--- config.mk ---
export PLATFORM = sky130hd
export DESIGN_NAME = pwm_cmd_dispatch
export DESIGN_NICKNAME = d
export VERILOG_FILES = /design/src/rtl/pwm_cmd_dispatch.sv
export SDC_FILE = /design/constraint.sdc
export NUM_CORES = 1
export LEC_CHECK = 0
export ABC_AREA = 1
export CAP_MARGIN = 10
export CORE_AREA = 3 3 126 128
export DETAILED_ROUTE_END_ITERATION = 6
export DIE_AREA = 0 0 129 131
export PLACE_DENSITY = 0.72
export SLEW_MARGIN = 25
export SYNTH_ARGS = -nofsm -noshare
export SYNTH_HDL_FRONTEND = slang
export SYNTH_SLANG_ARGS = --single-unit
--- constraint.sdc ---
create_clock -name fpga_clock -period 2.45 [get_ports fpga_clock]
set_clock_uncertainty 0.1 [all_clocks]
set_input_delay 0.49 -clock fpga_clock [delete_from_list [all_inputs] [get_ports fpga_clock]]
set_output_delay 0.49 -clock fpga_clock [all_outputs]
set_load 0.01 [all_outputs]
--- src/rtl/pwm_cmd_dispatch.sv ---
// -----------------------------------------------------------------------------
// pwm_cmd_dispatch
//
// Purpose:
//   Takes fully assembled command frames (already in the fpga_clock domain),
//   checks them with a bit-serial CRC-4 (x^4+x+1, init 0, MSB first), decodes
//   individual / group / broadcast addressing and writes per-channel PWM
//   targets. Each written channel raises a pwm_update flag that stays up until
//   the PWM generator acknowledges it with pwm_done. CRC failures and frames
//   that land on still-pending channels are counted (saturating) for software.
//
// Frame layout, MSB first:
//   mode[1:0] | sel[SEL_W-1:0] | data[DATA_W-1:0] | crc[3:0]
//   mode 00 = individual (channel = sel)
//   mode 01 = group      (channels sel*GROUP_SIZE .. +GROUP_SIZE-1)
//   mode 10 = broadcast  (all channels, sel ignored)
//   mode 11 = reserved   (address error)
//
// Ports:
//   fpga_clock     in   1                 sole clock, rising edge
//   reset          in   1                 synchronous, active-high reset
//   frame          in   FRAME_W           command frame
//   frame_valid    in   1                 frame is present
//   frame_ready    out  1                 block can accept a frame (IDLE only)
//   pwm_done       in   NUM_CH            per-channel acknowledge
//   pwm_target     out  NUM_CH*DATA_W     channel i at [i*DATA_W +: DATA_W]
//   pwm_update     out  NUM_CH            per-channel new-target-pending flag
//   crc_error      out  1                 one-cycle pulse on CRC mismatch
//   addr_error     out  1                 one-cycle pulse on bad mode/selector
//   crc_err_count  out  8                 saturating CRC error count
//   overrun_count  out  8                 saturating overrun frame count
//
// Timing:
//   Accepting edge = edge 0. The payload is shifted through the CRC on edges
//   1..PAYLOAD_W, the verdict is taken in the following cycle and all outputs
//   change on edge PAYLOAD_W+1, the same edge on which frame_ready rises again.
// -----------------------------------------------------------------------------
module pwm_cmd_dispatch #(
    parameter  int NUM_CH     = 12,
    parameter  int DATA_W     = 8,
    parameter  int GROUP_SIZE = 4,
    parameter  int SEL_W      = 4,
    localparam int FRAME_W    = 2 + SEL_W + DATA_W + 4
) (
    input  logic                       fpga_clock,
    input  logic                       reset,
    input  logic [FRAME_W-1:0]         frame,
    input  logic                       frame_valid,
    output logic                       frame_ready,
    input  logic [NUM_CH-1:0]          pwm_done,
    output logic [NUM_CH*DATA_W-1:0]   pwm_target,
    output logic [NUM_CH-1:0]          pwm_update,
    output logic                       crc_error,
    output logic                       addr_error,
    output logic [7:0]                 crc_err_count,
    output logic [7:0]                 overrun_count
);

    localparam int NUM_GROUPS = NUM_CH / GROUP_SIZE;
    localparam int PAYLOAD_W  = FRAME_W - 4;
    localparam int CNT_W      = $clog2(PAYLOAD_W);

    localparam logic [CNT_W-1:0] LAST_BIT = CNT_W'(PAYLOAD_W - 1);
    localparam logic [3:0]       CRC_POLY = 4'b0011;   // x^4 + x + 1, x^4 implicit

    typedef enum logic [1:0] {
        S_IDLE    = 2'd0,
        S_CRC     = 2'd1,
        S_VERDICT = 2'd2
    } state_e;

    typedef enum logic [1:0] {
        M_INDIV = 2'b00,
        M_GROUP = 2'b01,
        M_BCAST = 2'b10,
        M_RSVD  = 2'b11
    } mode_e;

    // -------------------------------------------------------------------------
    // Control FSM
    // -------------------------------------------------------------------------
    state_e state_q, state_d;

    logic accept;
    logic shift_en;
    logic verdict_en;
    logic last_bit;

    // NOTE: sequential state uses non-blocking (<=) so every register samples
    // the pre-edge values of the others, independent of process ordering.
    always_ff @(posedge fpga_clock) begin
        if (reset) begin
            state_q <= S_IDLE;
        end else begin
            state_q <= state_d;
        end
    end

    // NOTE: every signal written in a combinational process receives a default
    // at the top; a path that leaves one unassigned would infer a latch.
    always_comb begin
        state_d = state_q;
        case (state_q)
            S_IDLE:    if (accept)   state_d = S_CRC;
            S_CRC:     if (last_bit) state_d = S_VERDICT;
            S_VERDICT:               state_d = S_IDLE;
            default:                 state_d = S_IDLE;
        endcase
    end

    always_comb begin
        frame_ready = 1'b0;
        shift_en    = 1'b0;
        verdict_en  = 1'b0;
        case (state_q)
            // Ready is gated by reset directly so it is low for the whole reset
            // window, including the first cycle of reset from a busy state.
            S_IDLE:    frame_ready = ~reset;
            S_CRC:     shift_en    = 1'b1;
            S_VERDICT: verdict_en  = 1'b1;
            default:   ;
        endcase
    end

    assign accept = frame_valid & frame_ready;

    // -------------------------------------------------------------------------
    // Frame holding register and serial CRC engine
    // -------------------------------------------------------------------------
    logic [FRAME_W-1:0]   frame_q;
    logic [PAYLOAD_W-1:0] shift_q;     // payload, consumed from the MSB end
    logic [3:0]           crc_q;
    logic [3:0]           crc_d;
    logic [CNT_W-1:0]     cnt_q;
    logic                 crc_fb;

    assign last_bit = (cnt_q == LAST_BIT);

    always_comb begin
        crc_fb = crc_q[3] ^ shift_q[PAYLOAD_W-1];
        crc_d  = {crc_q[2:0], 1'b0} ^ (crc_fb ? CRC_POLY : 4'b0000);
    end

    // NOTE: these datapath registers are deliberately not reset: each one is
    // loaded on the accepting edge before any state reads it, so a reset term
    // would only add fan-out on the reset net.
    always_ff @(posedge fpga_clock) begin
        if (accept) begin
            frame_q <= frame;
            shift_q <= frame[FRAME_W-1:4];
            crc_q   <= 4'b0000;
            cnt_q   <= '0;
        end else if (shift_en) begin
            shift_q <= shift_q << 1;
            crc_q   <= crc_d;
            cnt_q   <= cnt_q + 1'b1;
        end
    end

    // -------------------------------------------------------------------------
    // Field decode and verdict
    // -------------------------------------------------------------------------
    mode_e             mode_f;
    logic [SEL_W-1:0]  sel_f;
    logic [DATA_W-1:0] data_f;
    logic [3:0]        crc_f;
    int                sel_int;

    assign mode_f  = mode_e'(frame_q[FRAME_W-1 -: 2]);
    assign sel_f   = frame_q[FRAME_W-3 -: SEL_W];
    assign data_f  = frame_q[4 +: DATA_W];
    assign crc_f   = frame_q[3:0];
    assign sel_int = int'(sel_f);

    logic [NUM_CH-1:0] sel_mask;
    logic              addr_bad;
    logic              crc_bad;

    always_comb begin
        sel_mask = '0;
        addr_bad = 1'b0;
        case (mode_f)
            M_INDIV: begin
                addr_bad = (sel_int >= NUM_CH);
                for (int i = 0; i < NUM_CH; i++) begin
                    sel_mask[i] = (i == sel_int);
                end
            end
            M_GROUP: begin
                addr_bad = (sel_int >= NUM_GROUPS);
                for (int i = 0; i < NUM_CH; i++) begin
                    sel_mask[i] = ((i / GROUP_SIZE) == sel_int);
                end
            end
            M_BCAST: sel_mask = '1;
            default: addr_bad = 1'b1;   // reserved mode
        endcase
    end

    assign crc_bad = (crc_q != crc_f);

    // -------------------------------------------------------------------------
    // Output state: targets, update flags, error pulses, counters
    // -------------------------------------------------------------------------
    logic [NUM_CH*DATA_W-1:0] target_q, target_d;
    logic [NUM_CH-1:0]        upd_q, upd_d;
    logic [NUM_CH-1:0]        apply_mask;
    logic                     apply;
    logic                     overrun;
    logic                     crc_err_q, crc_err_d;
    logic                     addr_err_q, addr_err_d;
    logic [7:0]               crc_cnt_q, crc_cnt_d;
    logic [7:0]               ovr_cnt_q, ovr_cnt_d;

    always_comb begin
        // CRC failure outranks address failure, so at most one pulse fires.
        crc_err_d  = verdict_en & crc_bad;
        addr_err_d = verdict_en & ~crc_bad & addr_bad;
        apply      = verdict_en & ~crc_bad & ~addr_bad;
        apply_mask = apply ? sel_mask : '0;

        // Overrun: the frame hits at least one channel whose previous target
        // has not been acknowledged yet; the new value simply replaces it.
        overrun    = |(apply_mask & upd_q);

        target_d = target_q;
        for (int i = 0; i < NUM_CH; i++) begin
            if (apply_mask[i]) begin
                target_d[i*DATA_W +: DATA_W] = data_f;
            end
        end

        // Acknowledge clears only pending bits; a same-edge apply wins.
        upd_d = (upd_q & ~pwm_done) | apply_mask;

        crc_cnt_d = (crc_err_d && crc_cnt_q != 8'hFF) ? crc_cnt_q + 8'd1 : crc_cnt_q;
        ovr_cnt_d = (overrun   && ovr_cnt_q != 8'hFF) ? ovr_cnt_q + 8'd1 : ovr_cnt_q;
    end

    always_ff @(posedge fpga_clock) begin
        if (reset) begin
            target_q   <= '0;
            upd_q      <= '0;
            crc_err_q  <= 1'b0;
            addr_err_q <= 1'b0;
            crc_cnt_q  <= 8'd0;
            ovr_cnt_q  <= 8'd0;
        end else begin
            target_q   <= target_d;
            upd_q      <= upd_d;
            crc_err_q  <= crc_err_d;
            addr_err_q <= addr_err_d;
            crc_cnt_q  <= crc_cnt_d;
            ovr_cnt_q  <= ovr_cnt_d;
        end
    end

    assign pwm_target    = target_q;
    assign pwm_update    = upd_q;
    assign crc_error     = crc_err_q;
    assign addr_error    = addr_err_q;
    assign crc_err_count = crc_cnt_q;
    assign overrun_count = ovr_cnt_q;

endmodule

# After elaboration in Yosys (flattened, before gate mapping)
# Cells that the tools add are included.
[totals] register_bits=168 inputBits=33 wordCells=82
[classes] n_addsub=3 n_lt_le_gt_ge=2 n_eq_ne=21 n_mux=12 bitwise_logic=14 reduce_logical=8
[ops] operator="$pmux 12 s3" n=1
[ops] operator="$eq 4x4->1 const A" n=8
[ops] operator="$logic_not 32->1" n=1
[ops] operator="$mux 14" n=2
[ops] operator="$and 12x12->12" n=2
[ops] operator="$add 8x1->8 const B" n=2
[ops] operator="$ne 8x8->1 const B" n=2
[ops] operator="$mux 12" n=1
[ops] operator="$not 12->12" n=1
[ops] operator="$or 12x12->12" n=1
[ops] operator="$reduce_or 12->1" n=1
[ops] operator="$eq 3x4->1 const A" n=2
[ops] operator="$mux 2" n=3
[ops] operator="$and 1x1->1" n=5
[ops] operator="$add 4x1->4 const B" n=1
[ops] operator="$eq 2x1->1 const B" n=2
[ops] operator="$eq 2x2->1 const B" n=2
[ops] operator="$eq 2x4->1 const A" n=1
[ops] operator="$eq 4x4->1 const B" n=1
[ops] operator="$ge 4x2->1 const B" n=1
[ops] operator="$ge 4x4->1 const B" n=1
[ops] operator="$logic_not 2->1" n=2
[ops] operator="$ne 2x2->1 const B" n=2
[ops] operator="$ne 4x4->1" n=1
[ops] operator="other kinds (9)" n=14

# Logic depth before layout (Yosys ltp)
# Gate-level depths: netlist (run 1).
[depth] word_depth=8 depth_mapped=15 mapped_depth_nobuf=14

# Least setup slack after synthesis (run 1)
# Ideal clock, no wire load.
[synth_timing] kind="input to register" start="input reset" end="register frame_q[0] (enable)" setup_ns=0.389 t_arrival_ns=1.873 t_required_ns=1.961 slack_ns=0.088 path_stages=4 n_path_buf=1 path_cell_list="nor3_1 -> nand2_1 -> inv_1 -> buf_1"
[synth_between] elab_chain_len=3
[synth_rtl] item="from (decl)" line="46" rtl="input logic reset,"
[synth_rtl] item="$not 1->1" line="118" rtl="S_IDLE: frame_ready = ~reset;"
[synth_rtl] item="$mux 1" line="115" rtl="case (state_q)"
[synth_rtl] item="$and 1x1->1" line="125" rtl="assign accept = frame_valid & frame_ready;"
[synth_rtl] item="via accept" line="84" rtl="logic accept;"
[synth_rtl] item="to (signal assigned)" line="149" rtl="frame_q <= frame;"
[synth_rtl] item="to (decl)" line="130" rtl="logic [FRAME_W-1:0] frame_q;"
# The timed path passes the listed nets, and every way through them passes these cells.
# A chain may end at the register's enable or synchronous reset.

# Worst setup path in the final report (run 1)
[layout_timing] start="input reset" end="output frame_ready"
[layout_between] elab_chain_len=2
[layout_rtl] item="$not 1->1" line="118"
[layout_rtl] item="$mux 1" line="115"
[layout_rtl] item="to (decl)" line="49" rtl="output logic frame_ready,"
# Every way passes these cells.

==> summary.txt, run 1 <==
Cts hold-fix bufs -> 0
Peak Freq -> 433 MHz
Total Routing Usage GR -> 19.9%
Final Util -> 60.3%
CTS root buf -> clkbuf_16
Post-synthesis sequential area ratio -> 55.6%
Vias in the first global route -> 5262
R2r startpoint -> frame_q[14]$_DFFE_PP_
Area of the mapped netlist -> 6620 um^2
Critical Path RT -> 1.86 ns
Hold depth -> 2
Minimum clock period -> 2.31 ns
ANT nets after route -> 0
Core area -> 15000 um^2
Worst min-delay path category -> reg2reg
Worst slew pin tran -> 0.602 ns
Port bufs -> 159
Clock tree buffer depth -> 2
Worst VDD drop -> 0.415 mV
Area Growth Syn to Fin -> 36.3%
#FFs+latches synth -> 168
Period utilisation layout -> 94.3%
First-pass GRT wire length -> 26.2 mm
Crit path arrival time -> 1.72 ns
Critical path class -> in2out
Clock latency on the worst-skew pair -> 0.42 ns
Post-Syn Nets -> 869
Drt pass-1 iters -> 5
Mapped Cells -> 832
Row count -> 45
Fill cells -> 1365
Synth Area per Inst -> 7.96 um^2
Layout cells sized above 1 -> 6.85%
Worst Path Max Fanout -> 2
Cells on worst reg2reg path -> 8
Final Setup Violations -> 0
Worst hold endpoint -> pwm_target[49]$_SDFFE_PP0P_
Clock slew at reported path FFs -> 0.06 ns
Antenna violations before repair -> 0
Clock buffer count from CTS -> 17
Vias per cell -> 4.87
Final wirelength -> 16.9 mm
Via Count -> 5822
CTS H-tree lvls -> 4
PwrDens -> 647 nW/um^2
Status -> completed
GR Overflow Total -> 0
# Post-CTS Setup Buffers -> 0
ANT cells -> 0
Final GP Congestion -> 0.903
Hold Crit Start -> pwm_target[49]$_SDFFE_PP0P_
Worst Setup Start Kind -> primary input
Nets -> 1031
Leakage -> 3.66 nW
Max Slew Vio Count -> 0
Initial DRC count -> 382
Die width -> 129 um
Final hold vios -> 0
Worst slew margin -> 59.9%
WL/cell -> 14.1 um
Unique masters post-synth -> 31
Post-cts resize count -> 0
# DRC -> 0
CTS tree -> built
Unrepaired setup endpoints after global routing -> no
Synth warnings -> 0
Max-cap violations -> 0
Vert. Die Dim -> 131 um
Critical Path Sink Type -> primary output
Reg2Reg Capture Point -> pwm_target[1]$_SDFFE_PP0P_
Post-DP Area -> 8450 um^2
Finished layout cell area -> 9020 um^2
Initial Util -> 44.2%
Largest net degree at the start of global routing -> 42
Setup_tns -> 0 ns
DPL Wire Length -> 12.3 mm
Die area -> 16900 um^2
Flop2flop setup slack -> 0.33 ns
Ports -> 160
Clk sink count -> 168
[per-stage QoR]
stage / worst slack [ns] / total power [mW] / hold slack [ns] / instances
6_report: 0.140 / 5.84 / 0.380 / 1195
5_1_grt: 0.0450 / 6.05 / 0.407 / 1195
3_3_place_gp: 0.198 / 3.31 / 0.361 / 1163
4_1_cts: 0.134 / 5.87 / 0.385 / 1195
2_1_floorplan: 0.0882 / 3.18 / 0.356 / 832
3_5_place_dp: 0.152 / 3.31 / 0.370 / 1163
[power breakdown]
| group | internal (mW) | total (mW) | leakage (nW) | switching, mW |
|---|---|---|---|---|
| combinational | 0.133 | 0.312 | 1.99 | 0.179 |
| sequential | 2.88 | 2.94 | 1.40 | 0.0561 |
| clock | 1.51 | 2.59 | 0.279 | 1.08 |
[layout by cell type, fill, tap and decap left out, types with 2 or more instances in the layout]
| cell type | n |
|---|---|
| nor2_1 | 225 |
| inv_2 | 8 |
| ha_1 | 4 |
| clkbuf_16 | 17 |
| clkinvlp_4 | 3 |
| clkbuf_8 | 4 |
| clkdlybuf4s50_1 | 159 |
| inv_1 | 63 |
| nand4_1 | 14 |
| nand3_1 | 33 |
| buf_12 | 3 |
| inv_6 | 2 |
| nor3_1 | 8 |
| nand2_2 | 3 |
| edfxtp_1 | 32 |
| nor2_2 | 3 |
| a21oi_1 | 29 |
| nor4_1 | 3 |
| o21ai_0 | 105 |
| nand2_4 | 7 |
| clkinv_2 | 3 |
| dfxtp_1 | 136 |
| nand2_1 | 118 |
| nor3b_1 | 2 |
| xor2_1 | 2 |
| buf_4 | 10 |
[sequential cells by signal (all words and copies together), names as in the netlist]
signal         count
pwm_target        96
frame_q           18
shift_q           14
pwm_update        12
crc_err_count      8
overrun_count      8
cnt_q              4
crc_q              4
state_q            2
addr_error         1
crc_error          1
[per-layer routing]
layer,vias to the layer above,track usage [%],part of all wire (%)
met3,15,4.27,5.7
li1,3018,-,-
met2,161,34.0,48
met1,2628,25.5,45
met4,0,5.87,1.1
met5,-,0,0
[logic make-up after synthesis]
logic type                 synth area share (%)
adders and majority gates                 0.756
AOI/OAI and AO/OA                          10.6
xor gates and xnor gates                  0.265
DFF                                        55.6
buffers and inverters                      6.07
and+or+nand+nor                            26.6
[synth_stat cells, drive strengths merged]
master / number / share of area (%)
nand2: 128 / 8.2
nand4: 14 / 1.3
xor2: 2 / 0.26
inv: 70 / 4.0
nor4: 3 / 0.28
o211ai: 1 / 0.11
clkinv: 1 / 0.057
ha: 4 / 0.76
buf: 7 / 0.79
nor3b: 2 / 0.23
clkbuf: 22 / 1.2
dfxtp: 136 / 41
edfxtp: 32 / 15
a31oi: 1 / 0.095
o21bai: 1 / 0.17
nand3: 34 / 2.6
a21oi: 30 / 2.3
and2: 1 / 0.095
and3: 1 / 0.095
o21ai: 105 / 7.9
nor2: 229 / 13
nor3: 8 / 0.60
[final cells by class]
type | instances | area [um^2] | share of cell area, %
clock buffer | 22 | 484 | 5.37
clock inverter | 10 | 91.3 | 1.01
inverter | 71 | 267 | 2.95
multi-input combinational | 564 | 2540 | 28.1
sequential | 168 | 3680 | 40.8
tap | 188 | 235 | 2.61
timing repair buffer | 172 | 1730 | 19.1
[worst max-delay path by stage]
stage	startpoint	to	slack (ns)	cells past startpoint
after detailed placement	reset	frame_ready	0.15	3
after global placement	reset	frame_ready	0.20	3
after floorplan	reset	frame_q[0]$_DFFE_PP_	0.09	4
after global routing	reset	frame_ready	0.04	3
final	reset	frame_ready	0.14	3
after CTS	reset	frame_ready	0.13	3
[critical path, stage by stage]
cell and delay, ns:
clkdlybuf4s50_1 0.41, nor3_1 0.22, clkdlybuf4s50_1 0.59
Note: power is estimated with default switching activity, not from simulation.
==> inputs of run 2 (changes only) <==
--- a/config.mk
+++ b/config.mk
@@ -11,7 +11,6 @@
 export DETAILED_ROUTE_END_ITERATION = 6
 export DIE_AREA = 0 0 129 131
 export PLACE_DENSITY = 0.72
-export SLEW_MARGIN = 25
 export SYNTH_ARGS = -nofsm -noshare
 export SYNTH_HDL_FRONTEND = slang
 export SYNTH_SLANG_ARGS = --single-unit
==> results of run 2 <==
No change in the layout: final DEF, timing and power equal those of run 1.
==> inputs of run 3 (changes only) <==
--- a/config.mk
+++ b/config.mk
@@ -11,6 +11,7 @@
 export DETAILED_ROUTE_END_ITERATION = 6
 export DIE_AREA = 0 0 129 131
 export PLACE_DENSITY = 0.72
+export SLEW_MARGIN = 20
 export SYNTH_ARGS = -nofsm -noshare
 export SYNTH_HDL_FRONTEND = slang
 export SYNTH_SLANG_ARGS = --single-unit
==> constraint.sdc (replaced) <==
create_clock -name fpga_clock -period 2.6 [get_ports fpga_clock]
set_clock_uncertainty 0.1 [all_clocks]
set_input_delay 0.52 -clock fpga_clock [delete_from_list [all_inputs] [get_ports fpga_clock]]
set_output_delay 0.52 -clock fpga_clock [all_outputs]
set_load 0.1 [all_outputs]
==> run 3 against run 2 <==
Compared with the run above: clock power about the same; power decreased by 2.7%; routed wire length decreased by 0.77%; sequential power decreased by 6%; flip-flop and latch count unchanged; non-clock buffer count unchanged; critical endpoint is now pwm_target[4]$_SDFFE_PP0P_; setup slack improved by 0.12 ns; final area decreased by 2.9%; via count increased by 0.21%; first-iteration DRC count decreased by 3.4%; worst hold slack improved by 0.0030 ns; largest cell class unchanged.
==> summary.txt, run 3 (same netlist as run 1, synthesis figures left out) <==
Status -> completed (unchanged)
Layout Cells excl Fill -> 1195 (unchanged)
Critical path class -> reg2reg (was in2out)
Worst slew pin tran -> 0.638 ns (was 0.602 ns)
Final GP Congestion -> 0.873 (was 0.903)
First-pass GRT wire length -> 26.1 mm (was 26.2 mm)
Clock power share -> 45.9% (was 44.3%)
Most frequent cells in the layout -> 225 x nor2_1, 137 x buf_4, 134 x dfxtp_1, 117 x nand2_1, 105 x o21ai_0 (was 225 x nor2_1, 159 x clkdlybuf4s50_1, 136 x dfxtp_1, 118 x nand2_1, 105 x o21ai_0)
Clock latency on the worst-skew pair -> 0.42 ns (about the same)
DPL Wire Length -> 12.2 mm (was 12.3 mm)
Worst min-delay path category -> reg2reg (unchanged)
Cts hold-fix bufs -> 0 (unchanged)
Via Count -> 5834 (was 5822)
Unrepaired setup endpoints after global routing -> no (unchanged)
# Post-CTS Setup Buffers -> 0 (unchanged)
Clock tree buffer depth -> 2 (unchanged)
Final wirelength -> 16.8 mm (was 16.9 mm)
Most common cell after layout, fill and taps aside -> nor2_1 (unchanged)
Vert. Die Dim -> 131 um (unchanged)
Worst path max stage delay -> 0.49 ns (was 0.59 ns)
CTS tree -> built (unchanged)
Worst Path Max Fanout -> 14 (was 2)
Leakage -> 3.96 nW (was 3.66 nW)
Vias in the first global route -> 5144 (was 5262)
Worst Setup Start Kind -> flop (was primary input)
Total Routing Usage GR -> 19.7% (was 19.9%)
Antenna violations before repair -> 0 (unchanged)
Placed insts -> 1163 (unchanged)
Initial Util -> 44.2% (unchanged)
Minimum clock period -> 2.34 ns
Nets -> 1031 (unchanged)
Area Growth Syn to Fin -> 32.3% (was 36.3%)
CTS H-tree lvls -> 4 (unchanged)
Worst Path Buf+Inv -> 2 (unchanged)
Critical Path Slowest Stage Cell -> edfxtp_1 (was clkdlybuf4s50_1)
Layout cells sized above 1 -> 20.0% (was 6.85%)
GR Overflow Total -> 0 (unchanged)
Post-cts resize count -> 0 (unchanged)
Number of flip-flops in the largest register -> 96 (unchanged)
Clock slew at reported path FFs -> 0.06 ns (about the same)
Ports -> 160 (unchanged)
Vias per cell -> 4.88 (was 4.87)
Crit path arrival time -> 2.59 ns (was 1.72 ns)
Row count -> 45 (unchanged)
ANT nets after route -> 0 (unchanged)
Period utilisation layout -> 89.8%
Logic pwr share -> 5.3% (about the same)
Setup_tns -> 0 ns (unchanged)
Max-cap violations -> 0 (unchanged)
Final Setup Violations -> 0 (unchanged)
Clk sink count -> 168 (unchanged)
Crit-path leading delay family -> simple AND/OR/NAND/NOR gates (was buffers and inverters)
Psw -> 1.26 mW (was 1.31 mW)
Worst slew margin -> 57.5% (was 59.9%)
Die area -> 16900 um^2 (unchanged)
Initial DRC count -> 369 (was 382)
Die width -> 129 um (unchanged)
Clock buffer count from CTS -> 17 (unchanged)
# DRC -> 0 (unchanged)
Drt pass-1 iters -> 4 (was 5)
PwrDens -> 648 nW/um^2 (was 647 nW/um^2)
Finished layout cell area -> 8760 um^2 (was 9020 um^2)
Post-DP Area -> 8150 um^2 (was 8450 um^2)
Flop2flop setup slack -> 0.26 ns (was 0.33 ns)
Internal power -> 4.42 mW (was 4.53 mW)
ANT cells -> 0 (unchanged)
Critical Path Sink Type -> flop (was primary output)
Port bufs -> 159 (unchanged)
Peak Freq -> 428 MHz
Max Slew Vio Count -> 0 (unchanged)
Hold WS -> 0.383 ns (was 0.380 ns)
Worst-path cell chain -> nor2_4 > nand3_1 > a21oi_2 > buf_4 > and2_1 > nand2_1 > inv_1 > nor2_1 > nor2_1 (was clkdlybuf4s50_1 > nor3_1 > clkdlybuf4s50_1)
WL/cell -> 14.0 um (was 14.1 um)
CTS root buf -> clkbuf_16 (unchanged)
Largest net degree at the start of global routing -> 49 (was 42)
Core area -> 15000 um^2 (unchanged)
Worst path most repeated cell -> nor2_1 (was clkdlybuf4s50_1)
Tot Pwr -> 5.68 mW (was 5.84 mW)
Worst VDD drop -> 0.414 mV (was 0.415 mV)
Seq pwr share -> 48.8% (was 50.4%)
Sw Share -> 22.2% (was 22.5%)
Final hold vios -> 0 (unchanged)
Critical Path RT -> 2.85 ns (was 1.86 ns)
[run 3: cell types whose count changed in the layout (fill, tap and decap cells not counted), moves of 2 or more]
cell	delta
buf_4	+127
clkinvlp_4	-2
clkinv_2	+2
dfxtp_1	-2
clkbuf_8	-4
dfxtp_2	+2
bufinv_16	+2
inv_6	+2
clkdlybuf4s50_1	-127
[run 3: layout make-up]
type	instances	area (um^2)
Clock buffer	18	450
Clock inverter	14	164
Fill cell	1386	6220
Inverter	71	267
Multi-Input combinational cell	564	2550
Sequential cell	168	3690
Tap cell	188	235
Timing Repair Buffer	172	1410
[run 3: power by group through the flow]
stage                     Clock, mW  Combinational, mW  Sequential (mW)
final                          2.61              0.302             2.77
after global routing           2.76              0.352             2.78
after CTS                      2.66              0.306             2.77
after detailed placement          0              0.304             2.83
after global placement            0              0.302             2.83
after floorplan                   0              0.203             2.80
[run 3: through the flow]
stage	setup WS [ns]	util [%]
detailed placement	0.300	54.4
CTS	0.274	58.5
global route	0.0725	58.5
global placement	0.383	54.4
finish	0.264	58.5
floorplan	0.0173	-
[run 3: path summary, 6_finish.rpt]
| check | startpoint | end | depth (start not counted) |
|---|---|---|---|
| worst max register to register | frame_q[14]$_DFFE_PP_ | pwm_target[4]$_SDFFE_PP0P_ | 9 |
| worst min-delay path | pwm_target[46]$_SDFFE_PP0P_ | pwm_target[46]$_SDFFE_PP0P_ | 2 |
| worst max-delay path | frame_q[14]$_DFFE_PP_ | pwm_target[4]$_SDFFE_PP0P_ | 9 |
| worst min register to register | pwm_target[46]$_SDFFE_PP0P_ | pwm_target[46]$_SDFFE_PP0P_ | 2 |
[run 3: routing by layer]
metal | vias to the layer above | routed length (um) | track usage (%) | share of wire, %
met4 | 0 | 315 | 7.66 | 1.9
met5 | - | 0 | 0 | 0
li1 | 3008 | - | - | -
met3 | 26 | 1000 | 4.43 | 6.0
met2 | 181 | 7930 | 31.6 | 47
met1 | 2619 | 7510 | 26.1 | 45
[run 3: worst reg2reg max path, cell delays in order, from the launching register on]
cell,delay [ns]
edfxtp_1,0.49
nor2_4,0.20
nand3_1,0.10
a21oi_2,0.12
buf_4,0.20
and2_1,0.33
nand2_1,0.27
inv_1,0.28
nor2_1,0.07
nor2_1,0.11
